### src/rtl/nn_pkg.sv
// Shared fixed-point definitions for the GAN datapath layers:
// defaults, activation codes, layer FSM states and the saturate-and-shift helper.
package nn_pkg;

    localparam int unsigned WIDTH_DEF = 32;
    localparam int unsigned FRAC_DEF  = 24;
    localparam int unsigned ACT_IDENT = 0;
    localparam int unsigned ACT_RELU  = 1;

    // Working width of the saturate helper; must cover any layer accumulator.
    localparam int unsigned SAT_W = 128;

    typedef enum logic [1:0] {
        ST_IDLE,
        ST_MAC,
        ST_FIN,
        ST_DONE
    } layer_state_t;

    function automatic int unsigned acc_width(input int unsigned width, input int unsigned n_in);
        return 2 * width + $clog2(n_in + 1);
    endfunction

    // Arithmetic right shift (floor) followed by clamping to a signed width-bit range.
    function automatic logic signed [SAT_W-1:0] sat_shift(input logic signed [SAT_W-1:0] val,
                                                          input int unsigned width,
                                                          input int unsigned frac);
        logic signed [SAT_W-1:0] shifted;
        logic signed [SAT_W-1:0] hi;
        logic signed [SAT_W-1:0] lo;
        shifted = val >>> frac;
        hi      = (SAT_W'(1) <<< (width - 1)) - SAT_W'(1);
        lo      = ~hi;
        if (shifted > hi) begin
            return hi;
        end else if (shifted < lo) begin
            return lo;
        end
        return shifted;
    endfunction

endpackage

### src/rtl/fx_mac.sv
// Registered signed multiply-accumulate with synchronous clear; the product is
// kept at full 2*WIDTH precision before widening into the accumulator.
module fx_mac #(
    parameter int unsigned WIDTH = 32,
    parameter int unsigned ACC_W = 66
) (
    input  logic                    clk,
    input  logic                    rst_n,
    input  logic                    clr,
    input  logic                    en,
    input  logic signed [WIDTH-1:0] a,
    input  logic signed [WIDTH-1:0] b,
    output logic signed [ACC_W-1:0] acc
);

    logic signed [2*WIDTH-1:0] prod;

    assign prod = a * b;

    always_ff @(posedge clk) begin
        if (!rst_n) begin
            acc <= '0;
        end else if (clr) begin
            acc <= '0;
        end else if (en) begin
            acc <= acc + ACC_W'(prod);
        end
    end

endmodule

### src/rtl/dense_layer_seq.sv
// Sequential fully-connected layer: one shared MAC walks every (neuron, input)
// pair, then bias, floor-shift, saturation and optional ReLU per neuron.
module dense_layer_seq
    import nn_pkg::*;
#(
    parameter int unsigned WIDTH = WIDTH_DEF,
    parameter int unsigned FRAC  = FRAC_DEF,
    parameter int unsigned N_IN  = 3,
    parameter int unsigned N_OUT = 3,
    parameter int unsigned ACT   = ACT_IDENT
) (
    input  logic                          clk,
    input  logic                          rst_n,
    input  logic                          in_valid,
    output logic                          in_ready,
    input  logic [N_IN*WIDTH-1:0]         x,
    input  logic [N_OUT*N_IN*WIDTH-1:0]   w,
    input  logic [N_OUT*WIDTH-1:0]        b,
    output logic                          out_valid,
    input  logic                          out_ready,
    output logic [N_OUT*WIDTH-1:0]        y
);

    localparam int unsigned ACC_W = acc_width(WIDTH, N_IN);
    localparam int unsigned I_W   = (N_IN  > 1) ? $clog2(N_IN)  : 1;
    localparam int unsigned O_W   = (N_OUT > 1) ? $clog2(N_OUT) : 1;
    localparam logic [I_W-1:0] I_LAST = I_W'(N_IN - 1);
    localparam logic [O_W-1:0] O_LAST = O_W'(N_OUT - 1);

    layer_state_t state;
    layer_state_t state_next;

    logic [N_IN*WIDTH-1:0]   x_reg;
    logic [I_W-1:0]          i_cnt;
    logic [O_W-1:0]          o_cnt;
    logic                    mac_clr;
    logic                    mac_en;
    logic signed [WIDTH-1:0] mac_a;
    logic signed [WIDTH-1:0] mac_b;
    logic signed [WIDTH-1:0] bias_o;
    logic signed [WIDTH-1:0] neuron;
    logic signed [ACC_W-1:0] acc;
    logic signed [SAT_W-1:0] pre;

    assign mac_a  = x_reg[int'(i_cnt) * WIDTH +: WIDTH];
    assign mac_b  = w[(int'(o_cnt) * N_IN + int'(i_cnt)) * WIDTH +: WIDTH];
    assign bias_o = b[int'(o_cnt) * WIDTH +: WIDTH];

    fx_mac #(
        .WIDTH (WIDTH),
        .ACC_W (ACC_W)
    ) u_mac (
        .clk   (clk),
        .rst_n (rst_n),
        .clr   (mac_clr),
        .en    (mac_en),
        .a     (mac_a),
        .b     (mac_b),
        .acc   (acc)
    );

    always_ff @(posedge clk) begin
        if (!rst_n) begin
            state <= ST_IDLE;
        end else begin
            state <= state_next;
        end
    end

    always_comb begin
        state_next = state;
        in_ready   = 1'b0;
        out_valid  = 1'b0;
        mac_clr    = 1'b0;
        mac_en     = 1'b0;
        case (state)
            ST_IDLE: begin
                in_ready = rst_n;
                mac_clr  = 1'b1;
                if (in_valid) begin
                    state_next = ST_MAC;
                end
            end
            ST_MAC: begin
                mac_en = 1'b1;
                if (i_cnt == I_LAST) begin
                    state_next = ST_FIN;
                end
            end
            ST_FIN: begin
                mac_clr    = 1'b1;
                state_next = (o_cnt == O_LAST) ? ST_DONE : ST_MAC;
            end
            ST_DONE: begin
                out_valid = 1'b1;
                if (out_ready) begin
                    state_next = ST_IDLE;
                end
            end
            default: state_next = ST_IDLE;
        endcase
    end

    // Bias is aligned to the product scale so a single floor shift yields Q.FRAC.
    always_comb begin
        pre    = SAT_W'(acc) + (SAT_W'(bias_o) <<< FRAC);
        neuron = WIDTH'(sat_shift(pre, WIDTH, FRAC));
        if (ACT == ACT_RELU && neuron[WIDTH-1]) begin
            neuron = '0;
        end
    end

    always_ff @(posedge clk) begin
        if (!rst_n) begin
            x_reg <= '0;
            i_cnt <= '0;
            o_cnt <= '0;
            y     <= '0;
        end else begin
            case (state)
                ST_IDLE: begin
                    if (in_valid) begin
                        x_reg <= x;
                        i_cnt <= '0;
                        o_cnt <= '0;
                    end
                end
                ST_MAC: begin
                    i_cnt <= (i_cnt == I_LAST) ? '0 : i_cnt + 1'b1;
                end
                ST_FIN: begin
                    y[int'(o_cnt) * WIDTH +: WIDTH] <= neuron;
                    i_cnt <= '0;
                    if (o_cnt != O_LAST) begin
                        o_cnt <= o_cnt + 1'b1;
                    end
                end
                default: ;
            endcase
        end
    end

endmodule

### config.mk
export PLATFORM = sky130hd
export DESIGN_NAME = dense_layer_seq
export DESIGN_NICKNAME = d
export VERILOG_FILES = /design/src/rtl/nn_pkg.sv /design/src/rtl/fx_mac.sv /design/src/rtl/dense_layer_seq.sv
export SDC_FILE = /design/constraint.sdc
export NUM_CORES = 2
export LEC_CHECK = 0
export BUFFER_PORTS_ARGS = -buffer_cell sky130_fd_sc_hd__buf_2
export CORE_UTILIZATION = 48
export DETAILED_ROUTE_END_ITERATION = 8
export GPL_TIMING_DRIVEN = 0
export PLACE_DENSITY = 0.67
export SYNTH_ARGS = -nofsm -noshare
export SYNTH_HDL_FRONTEND = slang
export SYNTH_SLANG_ARGS = --single-unit
### constraint.sdc
create_clock -name clk -period 27 [get_ports clk]
set_input_delay 0 -clock clk [delete_from_list [all_inputs] [get_ports clk]]
set_output_delay 0 -clock clk [all_outputs]
set_load 0.01 [all_outputs]
==> flow_summary.ini <==
[outcome]
status = finished with violations
violations = max-capacitance violations, max-slew violations

[timing]
finClkSkew_ns = 0.0590
drv_slew = 11
worst_pin_slew_ns = 1.57
hold_ws_ns = 0.101
rsz0062_at_grt = false
hold_viol = 0
period_needed_ns = 15.65
fmax_mhz = 63.9
relSlewSlack_pct = -4.52
tns_ns = 0
finalCritPeriodShare_pct = 58.0
setup_viol_count_final = 0

[yosys]
synth.net_count = 8629
synth_most_common_cell = inv_1
yosys-top-cells-count = 1295 x inv_1, 1236 x fa_1, 1095 x nand2_1
synth_top_area_cell = fa_1
synth.distinct_cells = 69
synth_ff_type = dfxtp_1
async_flop_share_pct = 0
ys_seq_area_share_pct = 9.28
yosysWarnings = 0
postSynthAreaPerCell_um2 = 8.58
synth.top_cell.area_share_pct = 43.4
synth-edff-count = 0
synth_cells = 6639
netlist_area_um2 = 57000
ys_ff_latch = 264
synthTopCellsByArea = fa_1 43%, dfxtp_1 9.3%, inv_1 8.5%, nand2_1 7.2%, ha_1 5.9%

[detailed_routing]
wirelength_um = 246000
drc = 0
first_iter_violations = 5253
post_drt_via_cell_ratio = 5.76
post_drt_wl_per_cell_um = 27.5
via_count = 51500
ant_nets = 0
firstDrtPassIters = 6

[placement]
gp_congestion = 1.07
port_buffers = 581
hpwl_um = 206000

[grt]
grt_overflow = 0
grt_first_pass_wirelength_um = 359000
grt_max_degree = 36
grt_use_met1_pct = 52.1
grtUsageTotal_pct = 41.5
met2_usage_pct = 64.8
busiest_layer = met2
antenna_found_initial = 13
grt_pass1_vias = 53300
use_met3_pct = 9.60

[cts]
clockBufferDepth = 3
insertion_delay_ns = 0.63
ctsResizeCount = 0
ctsHtreeMaxLevel = 2
post-cts-setup-buffers = 0
cts-buffers-inserted = 34
cts_sinks = 264
cts_tree = yes
ctsHoldBuffers = 99
clkTransAtPathRegs_ns = 0.06
cts-root-buf = clkbuf_16

[critical_path]
arrival_ns = 16.14
cp_slowest_stage_delay_ns = 1.10
path_class = reg -> reg
cp_slowest_cell = clkbuf_1
cp_top_family = adder cells
path_max_fanout = 35
crit_path_frequent_cell = fa_1
startpoint_type = flip-flop
endpoint_kind = flip-flop
required_ns = 27.49
critPathBufInv = 10

[cells_and_area]
multi_input_area_um2 = 45400
regArea_um2 = 5290
final_nets = 9363
n_fill_cell = 11100
drive_above_1_share_pct = 10.9
syn2layout_area_growth_pct = 13.0

[floorplanning]
start_util_pct = 48.3
die_w_um = 346
ios = 582
die_area_um2 = 120000
core_region_area_um2 = 118000
rows = 126
dieHeight_um = 346

[hold_path]
min_path_type = in -> reg

[job]
drv_cap = 2
layer usage:
metal | wire length (um) | vias up
li1 | - | 21800
met1 | 92100 | 26000
met2 | 111000 | 2899
met3 | 24200 | 797
met4 | 19200 | 6
met5 | 38 | -
worst register-to-register path: cells and delay by family, from the launching register on:
family                   cells  cell delay, ns
multiplexers                 2            0.49
AND/OR/NAND/NOR              1            0.88
AO/OA/AOI/OAI               11            3.23
flip-flops                   1            0.75
buffers and inverters       10            3.92
adder cells (fa/ha/maj)     12            6.31
cell families (layout without fill, tap and decap cells):
kind of cell | Yosys count | count (layout) | synth area share [%]
xor+xnor | 98 | 98 | 1.51
fa+ha+maj | 1506 | 1506 | 49.4
other cells | 0 | 3 | 0
flops | 264 | 264 | 9.28
simple gates | 2166 | 2166 | 15.8
mux | 164 | 164 | 4.29
buf+inv | 1673 | 2433 | 11.2
compound gates | 768 | 768 | 8.55
path summary, 6_finish.rpt:
| path | startpoint | end | slack [ns] | cells past startpoint |
|---|---|---|---|---|
| hold reg to reg | u_mac.acc[8]$_SDFFE_PP0P_ | u_mac.acc[8]$_SDFFE_PP0P_ | 0.46 | 2 |
| setup / recovery | o_cnt[1]$_SDFFE_PN0P_ | u_mac.acc[58]$_SDFFE_PP0P_ | 11.35 | 36 |
| hold / removal | rst_n | u_mac.acc[57]$_SDFFE_PP0P_ | 0.10 | 4 |
| setup reg to reg | o_cnt[1]$_SDFFE_PN0P_ | u_mac.acc[58]$_SDFFE_PP0P_ | 11.35 | 36 |
final cells by class:
cell class                 count  share of cell area (%)
multi-input combinational   4702                    70.5
timing repair buffer         698                    6.46
buffer                       378                    2.33
clock inverter                19                   0.453
tap                         1536                    2.99
antenna                        3                  0.0117
inverter                    1295                    7.55
sequential                   264                    8.21
clock buffer                  43                    1.47
through the flow:
stage	instance area (um^2)	util [%]	std cells	worst slack [ns]
2_1_floorplan	57000	-	6639	14.99
3_3_place_gp	61800	52.4	8756	9.68
3_5_place_dp	62100	52.7	8772	11.63
4_1_cts	64300	54.5	8933	11.60
5_1_grt	64300	54.6	8935	10.87
6_report	64400	54.6	8938	11.35
layout by cell type, fill, tap and decap left out, drive strengths merged, types with 8 or more instances in the layout:
cell / n
a22oi: 16
o211ai: 12
xnor2: 60
nor2: 618
nand2b: 33
nor2b: 12
nand2: 1095
buf: 647
or3: 11
a41oi: 10
a31oi: 14
o31ai: 8
dlygate4sd3: 99
o21bai: 14
or2: 25
nand4: 32
a211oi: 17
clkbuf: 373
mux2i: 100
mux4: 64
a21oi: 237
nor3: 101
and3: 21
and2: 62
ha: 270
fa: 1236
dfxtp: 264
a21o: 48
xor2: 38
a21boi: 105
o21ai: 167
inv: 1299
o21a: 53
nand3: 128
Power is left out: the tool's default activity adds up to more than one toggle a clock period on the data nets, which glitch-free logic cannot reach.
